**config.mk**
```make
export PLATFORM = sky130hd
export DESIGN_NAME = ring_freq_meter
export DESIGN_NICKNAME = d
export VERILOG_FILES = /design/src/rtl/ring_meter_pkg.sv /design/src/rtl/ring_edge_counter.sv /design/src/rtl/ring_freq_meter.sv
export SDC_FILE = /design/constraint.sdc
export NUM_CORES = 1
export LEC_CHECK = 0
export BUFFER_PORTS_ARGS = -buffer_cell sky130_fd_sc_hd__buf_4
export CORE_MARGIN = 2
export CORE_UTILIZATION = 35
export CTS_CLUSTER_SIZE = 12
export DETAILED_ROUTE_END_ITERATION = 6
export GPL_ROUTABILITY_DRIVEN = 0
export PLACE_DENSITY_LB_ADDON = 0.05
export REMOVE_ABC_BUFFERS = 1
export SYNTH_ARGS = -nofsm -noshare
export SYNTH_HDL_FRONTEND = slang
export SYNTH_HIERARCHICAL = 1
export SYNTH_SLANG_ARGS = --single-unit
```
**constraint.sdc**
```tcl
create_clock -name wb_clk_i -period 4.1 [get_ports wb_clk_i]
set_input_delay 0.41 -clock wb_clk_i [delete_from_list [all_inputs] [get_ports wb_clk_i]]
set_output_delay 0.41 -clock wb_clk_i [all_outputs]
set_load 0.005 [all_outputs]
```
**src/rtl/ring_meter_pkg.sv**
```systemverilog
// Shared register map, bit positions and FSM encoding for the ring frequency meter.
package ring_meter_pkg;

    localparam logic [7:0] ADDR_CONTROL     = 8'h00;
    localparam logic [7:0] ADDR_STATUS      = 8'h04;
    localparam logic [7:0] ADDR_WINDOW      = 8'h08;
    localparam logic [7:0] ADDR_RESULT_BASE = 8'h10;
    localparam logic [7:0] ADDR_TRIM_BASE   = 8'h40;

    localparam int CTRL_START          = 0;
    localparam int CTRL_CONT           = 1;
    localparam int CTRL_IRQ_EN         = 3;
    localparam int CTRL_ABORT          = 4;
    localparam int CTRL_CLKMUX_LSB     = 8;
    localparam int CTRL_RING_START_LSB = 16;

    localparam int STAT_BUSY    = 0;
    localparam int STAT_DONE    = 1;
    localparam int STAT_OVF_LSB = 8;

    localparam int SETTLE_CYCLES = 3;

    typedef enum logic [1:0] {
        IDLE   = 2'd0,
        SETTLE = 2'd1,
        COUNT  = 2'd2,
        LATCH  = 2'd3
    } meter_state_e;

endpackage

```
**src/rtl/ring_edge_counter.sv**
```systemverilog
// One measurement channel: 2-FF synchronizer plus delay flop, rising-edge
// detect and a saturating edge counter with an overflow pulse.
module ring_edge_counter #(
    parameter int COUNT_BITS = 24
) (
    input  logic                  clk_i,
    input  logic                  srst_i,
    input  logic                  ring_i,
    input  logic                  clr_i,
    input  logic                  en_i,
    output logic [COUNT_BITS-1:0] count_o,
    output logic                  ovf_o
);

    logic [2:0]            sync_q;
    logic [COUNT_BITS-1:0] count_q;
    logic [COUNT_BITS-1:0] count_d;
    logic                  edge_w;
    logic                  sat_w;

    assign edge_w = sync_q[1] & ~sync_q[2];
    assign sat_w  = &count_q;
    assign ovf_o  = en_i & ~clr_i & edge_w & sat_w;

    always_comb begin
        count_d = count_q;
        if (clr_i) begin
            count_d = '0;
        end else if (en_i && edge_w && !sat_w) begin
            count_d = count_q + COUNT_BITS'(1);
        end
    end

    always_ff @(posedge clk_i) begin
        if (srst_i) begin
            sync_q  <= '0;
            count_q <= '0;
        end else begin
            sync_q  <= {sync_q[1:0], ring_i};
            count_q <= count_d;
        end
    end

    assign count_o = count_q;

endmodule

```
**src/rtl/ring_freq_meter.sv**
```systemverilog
// Multi-channel ring oscillator frequency meter with a Wishbone slave:
// gated edge counting over a programmable window, atomic result latch, irq.
module ring_freq_meter
    import ring_meter_pkg::*;
#(
    parameter int NUM_RINGS   = 4,
    parameter int TRIM_BITS   = 28,
    parameter int CLKMUX_BITS = 3,
    parameter int COUNT_BITS  = 24,
    parameter int WINDOW_BITS = 24
) (
    input  logic                           wb_clk_i,
    input  logic                           wb_rst_i,
    input  logic                           wb_stb_i,
    input  logic                           wb_cyc_i,
    input  logic                           wb_we_i,
    input  logic [3:0]                     wb_sel_i,
    input  logic [31:0]                    wb_adr_i,
    input  logic [31:0]                    wb_dat_i,
    output logic                           wb_ack_o,
    output logic [31:0]                    wb_dat_o,
    input  logic [NUM_RINGS-1:0]           ring_in,
    output logic [NUM_RINGS-1:0]           ring_start,
    output logic [NUM_RINGS*TRIM_BITS-1:0] ring_trim,
    output logic [CLKMUX_BITS-1:0]         ring_clkmux,
    output logic                           irq_o
);

    logic                   ack_q;
    logic [31:0]            rd_data_q;
    logic [31:0]            rd_data_d;
    logic                   cont_q;
    logic                   irq_en_q;
    logic [CLKMUX_BITS-1:0] clkmux_q;
    logic [NUM_RINGS-1:0]   ring_start_q;
    logic [WINDOW_BITS-1:0] window_q;
    logic [TRIM_BITS-1:0]   trim_q   [NUM_RINGS];
    logic [COUNT_BITS-1:0]  result_q [NUM_RINGS];
    logic                   done_q;
    logic                   done_d;
    logic [NUM_RINGS-1:0]   ovf_q;
    logic [NUM_RINGS-1:0]   ovf_d;
    logic                   irq_q;

    meter_state_e           state_q;
    meter_state_e           state_d;
    logic [1:0]             settle_q;
    logic [1:0]             settle_d;
    logic [WINDOW_BITS-1:0] win_cnt_q;
    logic [WINDOW_BITS-1:0] win_cnt_d;

    logic [COUNT_BITS-1:0]  count_w [NUM_RINGS];
    logic [NUM_RINGS-1:0]   ovf_w;

    logic       wb_req;
    logic       wr_en;
    logic [7:0] adr8;
    logic       wr_ctrl;
    logic       wr_status;
    logic       start_req;
    logic       abort_req;
    logic       latch_en;
    logic       unused_bits;

    assign adr8      = wb_adr_i[7:0];
    assign wb_req    = wb_stb_i & wb_cyc_i & ~ack_q;
    assign wr_en     = wb_req & wb_we_i & (|wb_sel_i);
    assign wr_ctrl   = wr_en && (adr8 == ADDR_CONTROL);
    assign wr_status = wr_en && (adr8 == ADDR_STATUS);
    assign start_req = wr_ctrl & wb_dat_i[CTRL_START];
    assign abort_req = wr_ctrl & wb_dat_i[CTRL_ABORT];
    // An abort landing on the LATCH cycle also suppresses the latch.
    assign latch_en  = (state_q == LATCH) && !abort_req;
    assign unused_bits = ^{wb_adr_i[31:8], wb_dat_i};

    generate
        for (genvar gi = 0; gi < NUM_RINGS; gi++) begin : g_ring
            ring_edge_counter #(
                .COUNT_BITS (COUNT_BITS)
            ) u_edge_counter (
                .clk_i   (wb_clk_i),
                .srst_i  (wb_rst_i),
                .ring_i  (ring_in[gi]),
                .clr_i   (state_q == SETTLE),
                .en_i    (state_q == COUNT),
                .count_o (count_w[gi]),
                .ovf_o   (ovf_w[gi])
            );
            assign ring_trim[gi*TRIM_BITS +: TRIM_BITS] = trim_q[gi];
        end
    endgenerate

    always_comb begin
        state_d   = state_q;
        settle_d  = settle_q;
        win_cnt_d = win_cnt_q;
        case (state_q)
            IDLE: begin
                settle_d = '0;
                if (start_req) begin
                    state_d = SETTLE;
                end
            end
            SETTLE: begin
                // WINDOW is sampled here, so mid-run writes apply to the next run.
                win_cnt_d = window_q;
                if (settle_q == 2'(SETTLE_CYCLES - 1)) begin
                    settle_d = '0;
                    state_d  = (window_q == '0) ? LATCH : COUNT;
                end else begin
                    settle_d = settle_q + 2'd1;
                end
            end
            COUNT: begin
                if (win_cnt_q == WINDOW_BITS'(1)) begin
                    state_d = LATCH;
                end else begin
                    win_cnt_d = win_cnt_q - WINDOW_BITS'(1);
                end
            end
            LATCH: begin
                state_d = cont_q ? SETTLE : IDLE;
            end
            default: state_d = IDLE;
        endcase
        if (abort_req) begin
            state_d  = IDLE;
            settle_d = '0;
        end
    end

    always_comb begin
        done_d = done_q;
        ovf_d  = ovf_q;
        if (wr_status) begin
            done_d = done_q & ~wb_dat_i[STAT_DONE];
            ovf_d  = ovf_q & ~wb_dat_i[STAT_OVF_LSB +: NUM_RINGS];
        end
        done_d = done_d | latch_en;
        ovf_d  = ovf_d | ovf_w;
    end

    always_comb begin
        rd_data_d = '0;
        if (adr8 == ADDR_CONTROL) begin
            rd_data_d[CTRL_CONT]   = cont_q;
            rd_data_d[CTRL_IRQ_EN] = irq_en_q;
            rd_data_d[CTRL_CLKMUX_LSB +: CLKMUX_BITS]   = clkmux_q;
            rd_data_d[CTRL_RING_START_LSB +: NUM_RINGS] = ring_start_q;
        end else if (adr8 == ADDR_STATUS) begin
            rd_data_d[STAT_BUSY] = (state_q != IDLE);
            rd_data_d[STAT_DONE] = done_q;
            rd_data_d[STAT_OVF_LSB +: NUM_RINGS] = ovf_q;
        end else if (adr8 == ADDR_WINDOW) begin
            rd_data_d = 32'(window_q);
        end
        for (int i = 0; i < NUM_RINGS; i++) begin
            if (adr8 == ADDR_RESULT_BASE + 8'(4 * i)) begin
                rd_data_d = 32'(result_q[i]);
            end
            if (adr8 == ADDR_TRIM_BASE + 8'(4 * i)) begin
                rd_data_d = 32'(trim_q[i]);
            end
        end
    end

    always_ff @(posedge wb_clk_i) begin
        if (wb_rst_i) begin
            ack_q        <= 1'b0;
            rd_data_q    <= '0;
            cont_q       <= 1'b0;
            irq_en_q     <= 1'b0;
            clkmux_q     <= '0;
            ring_start_q <= '0;
            window_q     <= '0;
            done_q       <= 1'b0;
            ovf_q        <= '0;
            irq_q        <= 1'b0;
            state_q      <= IDLE;
            settle_q     <= '0;
            win_cnt_q    <= '0;
            for (int i = 0; i < NUM_RINGS; i++) begin
                trim_q[i]   <= '0;
                result_q[i] <= '0;
            end
        end else begin
            ack_q     <= wb_req;
            state_q   <= state_d;
            settle_q  <= settle_d;
            win_cnt_q <= win_cnt_d;
            done_q    <= done_d;
            ovf_q     <= ovf_d;
            irq_q     <= irq_en_q & done_q;
            if (wb_req) begin
                rd_data_q <= rd_data_d;
            end
            if (wr_ctrl) begin
                cont_q       <= wb_dat_i[CTRL_CONT];
                irq_en_q     <= wb_dat_i[CTRL_IRQ_EN];
                clkmux_q     <= wb_dat_i[CTRL_CLKMUX_LSB +: CLKMUX_BITS];
                ring_start_q <= wb_dat_i[CTRL_RING_START_LSB +: NUM_RINGS];
            end
            if (wr_en && (adr8 == ADDR_WINDOW)) begin
                window_q <= wb_dat_i[WINDOW_BITS-1:0];
            end
            for (int i = 0; i < NUM_RINGS; i++) begin
                if (wr_en && (adr8 == ADDR_TRIM_BASE + 8'(4 * i))) begin
                    trim_q[i] <= wb_dat_i[TRIM_BITS-1:0];
                end
                if (latch_en) begin
                    result_q[i] <= count_w[i];
                end
            end
        end
    end

    assign wb_ack_o    = ack_q;
    assign wb_dat_o    = rd_data_q;
    assign ring_start  = ring_start_q;
    assign ring_clkmux = clkmux_q;
    assign irq_o       = irq_q;

endmodule

```
# Word level (Yosys, flattened, before mapping)
# Memories as Yosys holds them, arrays and structs flattened.
# Index checks and enable logic that the tools add are counted.
# classes
eq_ne	19
n_bitwise	40
n_reduce_logical	36
muxes	59
add_sub_neg	6
# ops
op	n
32-bit 2-to-1 mux	8
24-bit 2-to-1 mux	6
28-bit 2-to-1 mux	4
24-bit by 1-bit adder with 24-bit output, second input constant	4
24-bit AND reduction	4
24-bit one-hot mux with 2 select lines	1
8-bit by 5-bit equality test with 1-bit output, second input constant	4
8-bit by 7-bit equality test with 1-bit output, second input constant	4
24-bit by 1-bit equality test with 1-bit output, second input constant	1
24-bit zero test	1
1-bit 2-to-1 mux	24
12-bit 2-to-1 mux	2
24-bit by 1-bit subtractor with 24-bit output, second input constant	1
1-bit bitwise AND	21
1-bit logical AND	16
4-bit 2-to-1 mux	4
2-bit 2-to-1 mux	5
1-bit bitwise OR	9
8-bit by 3-bit equality test with 1-bit output, second input constant	1
8-bit by 4-bit equality test with 1-bit output, second input constant	1
8-bit zero test	1
2-bit inequality test, second input constant	4
2-bit one-hot mux with 4 select lines	1
1-bit NOT	7
17 further kinds	26
# totals
out_inout_bits	153
ramBits	208
wordCells	183
n_memories	2
in_bits	77
register_bits	208
# mem_list
name	depth	word_bits	read_ports	rd_ports_with_merged_regs	write_ports	line	rtl
trim_q	4	28	4	0	4	ring_freq_meter.sv:37	logic [TRIM_BITS-1:0] trim_q [NUM_RINGS];
result_q	4	24	4	0	4	ring_freq_meter.sv:38	logic [COUNT_BITS-1:0] result_q [NUM_RINGS];

# Depth between registers and ports, before layout
# logic_depth
depth_word	12
mapped_depth	8
ltp_nobuf	7

# By module
# The synthesis kept the hierarchy.
# by_module_without_submodules
module	cells_each	instances	area_per_inst_um2	seq_area_each_um2
ring_freq_meter	1351	1	14421.3	8167.8
ring_edge_counter	150	4	1308.8	540.5

# Worst setup path after synthesis
# No wires, ideal clock.
# synth_timing
path_kind	input port to flip-flop
startpoint	input port wb_adr_i[1]
endpoint	memory trim_q[0][0], enable pin
path_buffers	1
setup_time_ps	452
required_ps	3648
arrival_ps	3351
cell_stages	4
path_slack_ps	296
path_cell_list	buf_2 nor4_4 nand2_1 o21ai_0
# synth_lines
item	line	rtl
start, declared	ring_freq_meter.sv:18	input logic [31:0] wb_adr_i,
end, declared	ring_freq_meter.sv:37	

# Worst setup path after layout
# layout_timing
startpoint	register state_q[0]
endpoint	register win_cnt_q[19]
# layout_between
elab_chain_cells	3
word_cells_on_any_way	6
classes_between	3 x eq/ne; 1 x mux; 2 x reduce/logical
# layout_rtl
item	line	rtl
start, declared	ring_freq_meter.sv:45	meter_state_e state_q;
start signal, assigned	ring_freq_meter.sv:188	state_q <= state_d;
2-bit equality test or 2-bit by 1-bit equality test with 1-bit output (tied branches)	ring_freq_meter.sv:97	case (state_q)
2-bit inequality test (no line) or 2-bit nonzero test (tied branches)	n/a	
2-bit AND reduction (no line)	n/a	
end signal, assigned	ring_freq_meter.sv:190	win_cnt_q <= win_cnt_d;
end, declared	ring_freq_meter.sv:49	logic [WINDOW_BITS-1:0] win_cnt_q;
# Parallel ways exist; a longest one is shown, timed or not.
# A chain may end at the register's enable or synchronous reset.

==> results.tsv <==
metric	value	unit
outcome	finished, final reports clean	
Die H	241.0	um
clock buffer depth	3	
WHS Path Cells	2	
top cells by area, synth	edfxtp_1 (32%), dfxtp_1 (21%), and2_1 (3.8%), and3_1 (3.7%), nor2_1 (2.9%)	
Max Slew Vio Count	0	
Crit path arrival time	3600	ps
drt drc	0	
critical path fanouts, max	12	
post-synthesis cell area	0.01966	mm^2
most frequent cells after synthesis	edfxtp_1 (208), dfxtp_1 (204), nor2_1 (151), and2_1 (118), and3_1 (117)	
Rows	86	
Hold Crit Class	in -> reg	
crit path kind	reg -> reg	
initial DRC count	1787	
post-route minimum period	3124	ps
die span in x	241.0	um
Vias/cell	5.840	
I/O Pins	230	
prevailing post-synth register cell	edfxtp_1	
initial antenna violation count	3	
hold_sp	ring_in[0]	
Util after Layout	42.82	%
register area share after synthesis	52.55	%
clk_lat worst skew	590	ps
Layout fillers	5419	
Hold WS	35.63	ps
share of layout cells above drive strength 1	18.06	%
Synth top area share	31.78	%
total grt overflow	0	
worst clock skew	14.94	ps
maxcap violations	0	
R2R cell count	7	
Core ar.	0.05531	mm^2
Starting Density	35.54	%
Slew HR	27.77	%
hpwl dp	54410	um
CTS Buf Count	49	
synthesized flop and latch total	412	
Req. time, crit path	4580	ps
Slew @ Worst Pin	1083	ps
Routed WL	77460	um
Finish-stage setup viols	0	
critical path capture point type	flip-flop	
H-tree depth	2	
Area Overhead vs Synth	20.50	%
wire length per cell	26.61	um
post-synthesis instance total	1951	
Final ANT Viol Nets	0	
mean area per synthesized cell	10.08	um^2
via count	17000	
Critical Path Source	state_q[0]	
ys async rst share	0	%
CTS tree	built	
EDFF count, synth	208	
post-CTS sizing	0	
Port Buf Inserts	197	
drt first pass iters	5	
Hold Buf Count CTS	0	
Placed Instances	2817	
RSZ-0062 raised after global routing	no	
VDD IR max	0.2749	mV
# nets final	2207	
Reg-to-Reg Start	state_q[0]	
Yosys warnings	6	
die area	0.05807	mm^2
Cell Area, Placed	0.02209	mm^2
Synth area leader	edfxtp_1	
period utilization	76.20	%
post-CTS setup buffers	0	
global-route wire length before repair	110700	um
CTS Root Cell	clkbuf_16	
Worst setup SP type	flip-flop	
GRT Overall Usage	26.25	%
top achievable clock speed	0.3201	GHz
Hold Vio Cnt, Final	0	
clk sinks	412	
P_leak	0.008657	uW
Design Area, Final	0.02369	mm^2
fin cells	2911	
largest net degree at the start of global routing	99	
Yosys cell types	81	
number of global-route vias before repair	15880	
Clk pin slew, worst setup/hold paths	60	ps
Pwr Density	395.7	mW/mm^2
top-count cell post-synth	edfxtp_1	
## where the power goes
part           switching (uW)  internal [uW]
registers                77.6           4420
clock network            1780           2560
logic                     353            184
total                    2210           7160
## placed cells by master, fill, tap and decap left out, drive strengths merged, types with 5 or more instances in the layout
master / count
buf: 257
edfxtp: 208
dfxtp: 204
nor2: 152
and2: 118
and3: 117
o21ai: 114
nand2: 103
a21oi: 100
clkbuf: 66
nand3: 50
nor3: 44
mux2i: 41
nor4: 41
or4: 38
nand4: 36
xor2: 32
or3: 30
nor2b: 25
a221oi: 24
o22ai: 23
inv: 23
o2111ai: 22
o31ai: 22
clkinv: 22
a32oi: 21
nand2b: 21
o211ai: 19
a22oi: 17
xnor2: 17
a31oi: 15
a22o: 14
a211oi: 13
or2: 11
ha: 10
nand3b: 8
o2bb2ai: 6
o221ai: 5
o311ai: 5
nor4b: 5
## flip-flops by register name, indices dropped and copies added, names as in the netlist
register and flops:
settle_q 2, wb_dat_o 28, state_q 2, done_q 1, ring_clkmux 3, g_ring.u_edge_counter/count_o 96, wb_ack_o 1, g_ring.u_edge_counter/sync_q 12
ring_start 4, cont_q 1, win_cnt_q 24, result_q 96, irq_o 1, trim_q 112, window_q 24, ovf_q 4
irq_en_q 1
## cell families (layout without fill, tap and decap cells)
group / Yosys count / count (layout) / synth area share, %
AO/OA/AOI/OAI: 457 / 457 / 15.33
XOR/XNOR: 49 / 49 / 2.183
adder cells (fa/ha/maj): 10 / 10 / 0.6365
buffers and inverters: 165 / 371 / 3.736
flip-flops: 412 / 412 / 52.55
multiplexers: 41 / 41 / 2.088
other: 1 / 7 / 0.01908
AND/OR/NAND/NOR: 816 / 816 / 23.46
## critical path: stages, from the launching register on
cell and delay, ps:
dfxtp_1 340, inv_1 90, ha_1 880, clkinv_1 540
buf_4 320, nand2_1 390, mux2i_1 160, a221oi_1 290
## stage by stage
stage / TNS (ps) / setup slack (ps) / total power, uW
finish: 0 / 975.7 / 9371
global route: 0 / 787.1 / 9641
CTS: 0 / 936.2 / 9457
detailed placement: 0 / 808.3 / 5114
global placement: 0 / 834.0 / 5112
floorplan: -141450 / -1812 / 4710
## routing by layer
metal / part of all wire (%) / track usage [%]
met5: 0.059 / 0
met4: 4.4 / 11.75
met3: 6.9 / 3.637
met2: 42 / 38.05
met1: 46 / 38.63
## final timing paths
path                                        endpoint  slack (ps)
hold reg to reg   g_ring[1].u_edge_counter/sync_q[1]         430
setup / recovery                       win_cnt_q[19]         980
setup reg to reg                       win_cnt_q[19]         980
hold / removal    g_ring[0].u_edge_counter/sync_q[0]          40
## layout make-up
class | instances | area (um^2) | share of cell area [%]
Antenna cell | 3 | 7.507 | 0.03170
Clock buffer | 66 | 1393 | 5.880
Clock inverter | 25 | 190.2 | 0.8030
Inverter | 23 | 86.33 | 0.3645
Multi-Input combinational cell | 1377 | 8726 | 36.84
Sequential cell | 412 | 10330 | 43.61
Tap cell | 748 | 935.9 | 3.951
Timing Repair Buffer | 257 | 2017 | 8.516
Power figures use the tool's default switching activity.
